[config.mk]
export PLATFORM = sky130hd
export DESIGN_NAME = control_unit_ed_param
export DESIGN_NICKNAME = d
export VERILOG_FILES = /design/src/rtl/cu_ed_pkg.sv /design/src/rtl/cu_ed_pack_fsm.sv /design/src/rtl/control_unit_ed_param.sv
export SDC_FILE = /design/constraint.sdc
export NUM_CORES = 1
export LEC_CHECK = 0
export ABC_AREA = 1
export CORE_UTILIZATION = 58
export CTS_CLUSTER_SIZE = 40
export DETAILED_ROUTE_END_ITERATION = 7
export HOLD_SLACK_MARGIN = 0.02
export PLACE_DENSITY_LB_ADDON = 0.15
export SYNTH_ARGS = -nofsm -noshare
export SYNTH_HDL_FRONTEND = slang
export SYNTH_SLANG_ARGS = --single-unit
[constraint.sdc]
create_clock -name clock -period 3.8 [get_ports clock]
set_clock_uncertainty 0.15 [all_clocks]
set_input_delay 0.76 -clock clock [delete_from_list [all_inputs] [get_ports clock]]
set_output_delay 0.76 -clock clock [all_outputs]
set_load 0.03 [all_outputs]
[src/rtl/cu_ed_pkg.sv]
// Shared types and sizing helpers for the energy-detection control unit.
// The optional short-burst flush is enabled by defining CU_ED_FLUSH_EN.
package cu_ed_pkg;

    typedef enum logic [2:0] {
        DET_CLR  = 3'd0,
        DET_IDLE = 3'd1,
        DET_ACC  = 3'd2,
        DET_SUB  = 3'd3,
        DET_DEC  = 3'd4,
        DET_PUSH = 3'd5
    } det_state_t;

    typedef enum logic {
        PK_WAIT  = 1'b0,
        PK_DRAIN = 1'b1
    } pack_state_t;

    localparam int WIN_LEN_DEF    = 64;
    localparam int PACK_LEN_DEF   = 32;
    localparam int FOUT_DEPTH_DEF = 64;

    localparam int WIN_W_DEF  = $clog2(WIN_LEN_DEF);
    localparam int BEAT_W_DEF = $clog2(PACK_LEN_DEF + 1);
    localparam int OCC_W_DEF  = $clog2(FOUT_DEPTH_DEF + 1);

    // Counter width able to hold values 0..n-1, never narrower than one bit.
    function automatic int cnt_w(input int n);
        if (n <= 2) begin
            return 1;
        end else begin
            return $clog2(n);
        end
    endfunction

endpackage

[src/rtl/cu_ed_pack_fsm.sv]
// Packing sequencer: tracks output FIFO occupancy and drains framed bursts.
// With CU_ED_FLUSH_EN defined, a stop-terminated run flushes a short burst.
module cu_ed_pack_fsm
    import cu_ed_pkg::*;
#(
    parameter int PACK_LEN   = PACK_LEN_DEF,
    parameter int FOUT_DEPTH = FOUT_DEPTH_DEF
) (
    input  logic clock,
    input  logic reset,
    input  logic clr,
    input  logic push,
    input  logic out_ready,
    input  logic flush_req,
    input  logic run_start,
    output logic pop,
    output logic first,
    output logic last,
    output logic occ_nz,
    output logic draining
);

    localparam int OCC_W  = cnt_w(FOUT_DEPTH + 1);
    localparam int BEAT_W = cnt_w(PACK_LEN + 1);
    localparam logic [OCC_W-1:0]  OCC_BURST = OCC_W'(PACK_LEN);
    localparam logic [BEAT_W-1:0] BEAT_LOAD = BEAT_W'(PACK_LEN);
    localparam logic [BEAT_W-1:0] BEAT_ONE  = BEAT_W'(1);

    pack_state_t       state_r;
    pack_state_t       state_next_s;
    logic [OCC_W-1:0]  occ_r;
    logic [BEAT_W-1:0] beat_r;
    logic              first_r;
    logic              pop_s;
    logic              load_full_s;
    logic              load_occ_s;
    logic              flush_go_s;
    logic              flush_pend_r;

`ifdef CU_ED_FLUSH_EN
    assign flush_go_s = flush_pend_r && (occ_r != {OCC_W{1'b0}});
`else
    logic unused_flush_s;
    assign unused_flush_s = flush_req ^ run_start;
    assign flush_go_s     = 1'b0;
`endif

    assign pop_s    = (state_r == PK_DRAIN) && out_ready;
    assign pop      = pop_s;
    assign first    = pop_s && first_r;
    assign last     = pop_s && (beat_r == BEAT_ONE);
    assign occ_nz   = (occ_r != {OCC_W{1'b0}});
    assign draining = (state_r == PK_DRAIN);

    // Burst start decision and end-of-burst return to WAIT.
    always_comb begin
        state_next_s = state_r;
        load_full_s  = 1'b0;
        load_occ_s   = 1'b0;
        case (state_r)
            PK_WAIT: begin
                if (occ_r >= OCC_BURST) begin
                    state_next_s = PK_DRAIN;
                    load_full_s  = 1'b1;
                end else if (flush_go_s) begin
                    state_next_s = PK_DRAIN;
                    load_occ_s   = 1'b1;
                end else begin
                    state_next_s = PK_WAIT;
                end
            end
            PK_DRAIN: begin
                if (pop_s && (beat_r == BEAT_ONE)) begin
                    state_next_s = PK_WAIT;
                end else begin
                    state_next_s = PK_DRAIN;
                end
            end
            default: begin
                state_next_s = PK_WAIT;
            end
        endcase
    end

    // State, occupancy, beat and first-beat registers.
    always_ff @(posedge clock) begin
        if (!reset || clr) begin
            state_r <= PK_WAIT;
            occ_r   <= {OCC_W{1'b0}};
            beat_r  <= {BEAT_W{1'b0}};
            first_r <= 1'b0;
        end else begin
            state_r <= state_next_s;
            case ({push, pop_s})
                2'b10:   occ_r <= occ_r + OCC_W'(1);
                2'b01:   occ_r <= occ_r - OCC_W'(1);
                default: occ_r <= occ_r;
            endcase
            if (load_full_s) begin
                beat_r <= BEAT_LOAD;
            end else if (load_occ_s) begin
                beat_r <= BEAT_W'(occ_r);
            end else if (pop_s) begin
                beat_r <= beat_r - BEAT_ONE;
            end else begin
                beat_r <= beat_r;
            end
            if (load_full_s || load_occ_s) begin
                first_r <= 1'b1;
            end else if (pop_s) begin
                first_r <= 1'b0;
            end else begin
                first_r <= first_r;
            end
        end
    end

`ifdef CU_ED_FLUSH_EN
    // Pending short-burst request; survives a full burst so the remainder still drains.
    always_ff @(posedge clock) begin
        if (!reset || clr) begin
            flush_pend_r <= 1'b0;
        end else if (run_start) begin
            flush_pend_r <= 1'b0;
        end else if (flush_req) begin
            flush_pend_r <= 1'b1;
        end else if (load_occ_s || ((state_r == PK_WAIT) && !occ_nz)) begin
            flush_pend_r <= 1'b0;
        end else begin
            flush_pend_r <= flush_pend_r;
        end
    end
`else
    // Flush is compiled out; keep the register defined and idle.
    always_ff @(posedge clock) begin
        flush_pend_r <= 1'b0;
    end
`endif

endmodule

[src/rtl/control_unit_ed_param.sv]
// Control unit for the energy-detection datapath: detection sequencer plus packer.
// Define CU_ED_FLUSH_EN to drain short bursts at the end of a stopped run.
module control_unit_ed_param
    import cu_ed_pkg::*;
#(
    parameter int WIN_LEN    = WIN_LEN_DEF,
    parameter int PACK_LEN   = PACK_LEN_DEF,
    parameter int FOUT_DEPTH = FOUT_DEPTH_DEF
) (
    input  logic clock,
    input  logic reset,
    input  logic start,
    input  logic stop,
    input  logic mode,
    input  logic empty_fin,
    input  logic out_ready,
    output logic pop_fin,
    output logic sclr_fin,
    output logic push_dl,
    output logic pop_dl,
    output logic sclr_dl,
    output logic sclr_ew,
    output logic ce_ew,
    output logic add_subn_ew,
    output logic sclr_dres,
    output logic en_dres,
    output logic end_sig,
    output logic push_fout,
    output logic pop_fout,
    output logic sclr_fout,
    output logic pack_first,
    output logic pack_last,
    output logic busy
);

    localparam int WIN_W = cnt_w(WIN_LEN);
    localparam logic [WIN_W-1:0] WIN_LAST = WIN_W'(WIN_LEN - 1);

    det_state_t       state_r;
    det_state_t       state_next_s;
    logic             mode_r;
    logic             filled_r;
    logic             stop_seen_r;
    logic [WIN_W-1:0] win_cnt_r;
    logic             start_acc_s;
    logic             accept_s;
    logic             win_done_s;
    logic             flush_req_s;
    logic             clr_s;
    logic             occ_nz_s;
    logic             draining_s;

    assign clr_s = (state_r == DET_CLR);

    // Detection next-state and datapath strobes.
    always_comb begin
        state_next_s = state_r;
        start_acc_s  = 1'b0;
        accept_s     = 1'b0;
        win_done_s   = 1'b0;
        flush_req_s  = 1'b0;
        pop_fin      = 1'b0;
        sclr_fin     = 1'b0;
        push_dl      = 1'b0;
        pop_dl       = 1'b0;
        sclr_dl      = 1'b0;
        sclr_ew      = 1'b0;
        ce_ew        = 1'b0;
        add_subn_ew  = 1'b0;
        sclr_dres    = 1'b0;
        en_dres      = 1'b0;
        end_sig      = 1'b0;
        push_fout    = 1'b0;
        sclr_fout    = 1'b0;
        case (state_r)
            DET_CLR: begin
                sclr_fin     = 1'b1;
                sclr_dl      = 1'b1;
                sclr_ew      = 1'b1;
                sclr_dres    = 1'b1;
                sclr_fout    = 1'b1;
                state_next_s = DET_IDLE;
            end
            DET_IDLE: begin
                sclr_ew = 1'b1;
                sclr_dl = 1'b1;
                if (start) begin
                    start_acc_s  = 1'b1;
                    state_next_s = DET_ACC;
                end else begin
                    state_next_s = DET_IDLE;
                end
            end
            DET_ACC: begin
                accept_s    = !empty_fin;
                pop_fin     = accept_s;
                ce_ew       = accept_s;
                add_subn_ew = accept_s;
                push_dl     = accept_s && mode_r;
                win_done_s  = accept_s && !filled_r && (win_cnt_r == WIN_LAST);
                if (accept_s && filled_r) begin
                    state_next_s = DET_SUB;
                end else if (win_done_s) begin
                    state_next_s = DET_DEC;
                end else begin
                    state_next_s = DET_ACC;
                end
            end
            DET_SUB: begin
                pop_dl       = 1'b1;
                ce_ew        = 1'b1;
                state_next_s = DET_DEC;
            end
            DET_DEC: begin
                en_dres      = 1'b1;
                end_sig      = 1'b1;
                sclr_ew      = !mode_r;
                state_next_s = DET_PUSH;
            end
            DET_PUSH: begin
                push_fout = 1'b1;
                if (stop_seen_r || stop) begin
                    flush_req_s  = 1'b1;
                    state_next_s = DET_IDLE;
                end else begin
                    state_next_s = DET_ACC;
                end
            end
            default: begin
                state_next_s = DET_CLR;
            end
        endcase
    end

    // Detection state, latched mode, fill flag, stop memory and window counter.
    always_ff @(posedge clock) begin
        if (!reset) begin
            state_r     <= DET_CLR;
            mode_r      <= 1'b0;
            filled_r    <= 1'b0;
            stop_seen_r <= 1'b0;
            win_cnt_r   <= {WIN_W{1'b0}};
        end else begin
            state_r <= state_next_s;
            if (start_acc_s) begin
                mode_r    <= mode;
                filled_r  <= 1'b0;
                win_cnt_r <= {WIN_W{1'b0}};
            end else if (win_done_s) begin
                mode_r    <= mode_r;
                filled_r  <= mode_r;
                win_cnt_r <= {WIN_W{1'b0}};
            end else if (accept_s && !filled_r) begin
                mode_r    <= mode_r;
                filled_r  <= filled_r;
                win_cnt_r <= win_cnt_r + WIN_W'(1);
            end else begin
                mode_r    <= mode_r;
                filled_r  <= filled_r;
                win_cnt_r <= win_cnt_r;
            end
            // A stop is remembered until the next decision has been pushed.
            if ((state_r == DET_PUSH) || (state_r == DET_IDLE) || (state_r == DET_CLR)) begin
                stop_seen_r <= 1'b0;
            end else if (stop) begin
                stop_seen_r <= 1'b1;
            end else begin
                stop_seen_r <= stop_seen_r;
            end
        end
    end

    cu_ed_pack_fsm #(
        .PACK_LEN   (PACK_LEN),
        .FOUT_DEPTH (FOUT_DEPTH)
    ) u_pack (
        .clock     (clock),
        .reset     (reset),
        .clr       (clr_s),
        .push      (push_fout),
        .out_ready (out_ready),
        .flush_req (flush_req_s),
        .run_start (start_acc_s),
        .pop       (pop_fout),
        .first     (pack_first),
        .last      (pack_last),
        .occ_nz    (occ_nz_s),
        .draining  (draining_s)
    );

    assign busy = ((state_r != DET_IDLE) && (state_r != DET_CLR)) || occ_nz_s || draining_s;

endmodule

==> summary.txt <==
Outcome
  – Status: finished clean

Placement
  – DP Area: 1890 um^2
  – Post-DP HPWL: 2.65 mm
  – RD Place Congestion: 0.926
  – Placed insts: 300
  – IO buf count: 23

Power and ir drop
  – Max IR drop VDD: 0.000284 V
  – Net Sw Frac: 29.8%
  – Pint: 0.372 mW
  – Seq pwr share: 55.0%
  – Overall Power: 0.531 mW
  – P_leak: 0.835 nW
  – Logic pwr share: 22.1%
  – PD cells: 276 nW/um^2
  – Clock network power share: 22.9%
  – Switching power: 0.158 mW

Worst setup path
  – Worst Path Max Fanout: 5
  – Worst path required time: 2.89 ns
  – Critical path endpoint category: output pin
  – Critical Setup Path Class: input port to output pin
  – Setup crit start kind: input port
  – Arrival time at the worst endpoint: 2.32 ns
  – Reg2Reg Setup Slack: 1.27 ns

Route
  – Remaining DRCs: 0
  – Initial DRC Count: 109
  – Via count: 1547
  – Vias per std cell: 5.09
  – DRT Pass-1 Iters: 4
  – Routed Antenna Nets: 0
  – Final WL: 3.28 mm
  – Drt wl/cell: 10.8 um

Layout
  – Post-Layout Cell Count: 304
  – Area growth, synth to finish: 14.1%
  – Nets: 288
  – Share of cells above drive strength 1: 8.42%
  – Final instance area: 1920 um^2
  – ANT cells: 0

Timing
  – Max-Slew Margin vs Limit: 75.2%
  – Setup tns final: 0 ns
  – Final Slew Violations: 0
  – RSZ-0062 raised after global routing: false
  – Fin crit share: 85.0%
  – Max Fclk: 310 MHz
  – Worst-Margin Slew: 0.372 ns
  – Minimum clock period after layout: 3.23 ns
  – Final Setup Violations: 0
  – Final hold vios: 0

Synthesis
  – Synth top area cells: dfxtp_1 (32%), nand2_1 (14%), inv_1 (7.6%)
  – Async set-reset flop share out of synthesis: 0%
  – Share of the synthesized area in the top cell type: 32.1%
  – Synth Net Count: 268
  – #FFs+latches synth: 27
  – EDFF count, synth: 0
  – Yosys warns: 0
  – Post-synthesis instance area: 1680 um^2
  – Main flop type after synthesis: dfxtp_1
  – Post-Syn Area per Cell: 6.62 um^2
  – Synth area leader: dfxtp_1
  – Post-synthesis sequential area ratio: 32.1%
  – Post-synthesis cell count: 254
  – Synth unique cells: 32

Clocking
  – CTS root buffer: clkbuf_4
  – CTS H-tree lvls: 1
  – Hold buffers post-CTS: 0
  – CTS clock-pin slew for the worst setup and hold paths: 0.13 ns
  – Post_cts resized: 0
  – Skew-Pair Late Insertion Delay: 0.33 ns
  – Clk buf depth: 2
  – Setup Fix Bufs, Post-CTS: 0
  – CTS tree: built
  – # clock sinks: 27
  – Number of CTS-inserted buffers: 3

Die
  – Die X-Extent: 55.8 um
  – Full die area: 3120 um^2
  – Die H: 55.8 um
  – Core box area: 2760 um^2
  – I/O pins: 24
  – Rows: 19
  – Initial Utilization: 61.0%

Min path
  – Worst hold path type: flop to flop

Global route
  – Gr ovfl total: 0
  – Initial antenna violation count: 0
  – Largest net degree at the start of global routing: 15
  – GR Util All Layers: 23.0%
  – Global-route wire length before repair: 5.76 mm
  – Number of global-route vias before repair: 1422

Job
  – Max-Cap Viols: 0
-- worst max-delay path: stages --
cell	delay [ns]
clkdlybuf4s50_1	0.52
nor2_8	0.20
inv_2	0.04
nor2_1	0.12
clkdlybuf4s50_1	0.68
-- power groups by stage --
| stage | logic (mW) | clock network (mW) | registers (mW) |
|---|---|---|---|
| after floorplan | 0.0810 | 0 | 0.298 |
| after global placement | 0.117 | 0 | 0.298 |
| after detailed placement | 0.117 | 0 | 0.298 |
| after CTS | 0.118 | 0.128 | 0.292 |
| after global routing | 0.126 | 0.142 | 0.293 |
| final | 0.117 | 0.121 | 0.292 |
-- synthesized netlist by cell type, types with 5 or more instances --
library cell  instances
o21ai_0               6
nor2_1               34
buf_4                 5
ha_1                  7
dfxtp_1              27
nor2_2                5
inv_2                 8
nand3_1              18
a21oi_1              18
xor2_1                6
inv_1                34
nand2_1              61
-- layout by cell type, fill, tap and decap left out, types with 2 or more instances in the layout --
cell type        count
nand2_1             61
inv_1               34
nor2_1              34
dfxtp_1             27
clkdlybuf4s50_1     23
a21oi_1             18
nand3_1             18
inv_2                8
ha_1                 7
xor2_1               6
o21ai_0              6
nor2_2               5
nand4_1              3
nor3_1               3
clkbuf_4             3
xnor2_1              2
-- final timing paths --
path,depth (start not counted),to,from
max,5,push_dl,empty_fin
min,2,win_cnt_r[1],win_cnt_r[1]
max reg2reg,16,u_pack.occ_r[6],state_r[0]
min reg2reg,2,win_cnt_r[1],win_cnt_r[1]
-- logic make-up (layout without fill, tap and decap cells) --
kind of cell / count (synthesis) / after routing / share of synthesized area, %
fa+ha+maj: 7 / 7 / 5.21
compound gates: 30 / 30 / 10.5
buf+inv: 50 / 69 / 12.8
xor+xnor: 8 / 8 / 4.17
simple gates: 132 / 132 / 35.2
flops: 27 / 27 / 32.1
-- layer usage --
metal  global-route usage [%]  vias to the layer above  routed length (um)
met2                     42.2                       18                1630
met5                        0                        -                   0
met4                     9.76                        0                  67
met1                     26.7                      687                1490
met3                     3.26                        7                  91
li1                         -                      835                   -
-- state kept, by name, summed over array words and instances (netlist names) --
name / cells
filled_r: 1
mode_r: 1
state_r: 3
stop_seen_r: 1
u_pack.beat_r: 6
u_pack.draining: 1
u_pack.first_r: 1
u_pack.occ_r: 7
win_cnt_r: 6
-- through the flow --
step,util (%),setup WS (ns),hold WS (ns)
final,69.6,0.570,0.342
after global routing,69.6,0.482,0.358
after CTS,69.6,0.576,0.345
after detailed placement,68.6,0.579,0.325
after global placement,68.6,0.595,0.322
after floorplan,-,1.28,0.296
-- layout make-up --
| type | instances | area [um^2] |
|---|---|---|
| multi-input combinational | 177 | 926 |
| fill | 244 | 838 |
| inverter | 42 | 158 |
| timing repair buffer | 23 | 230 |
| clock buffer | 4 | 26.3 |
| sequential | 27 | 541 |
| tap | 31 | 38.8 |
No activity file was read; power rests on OpenSTA's default activity.
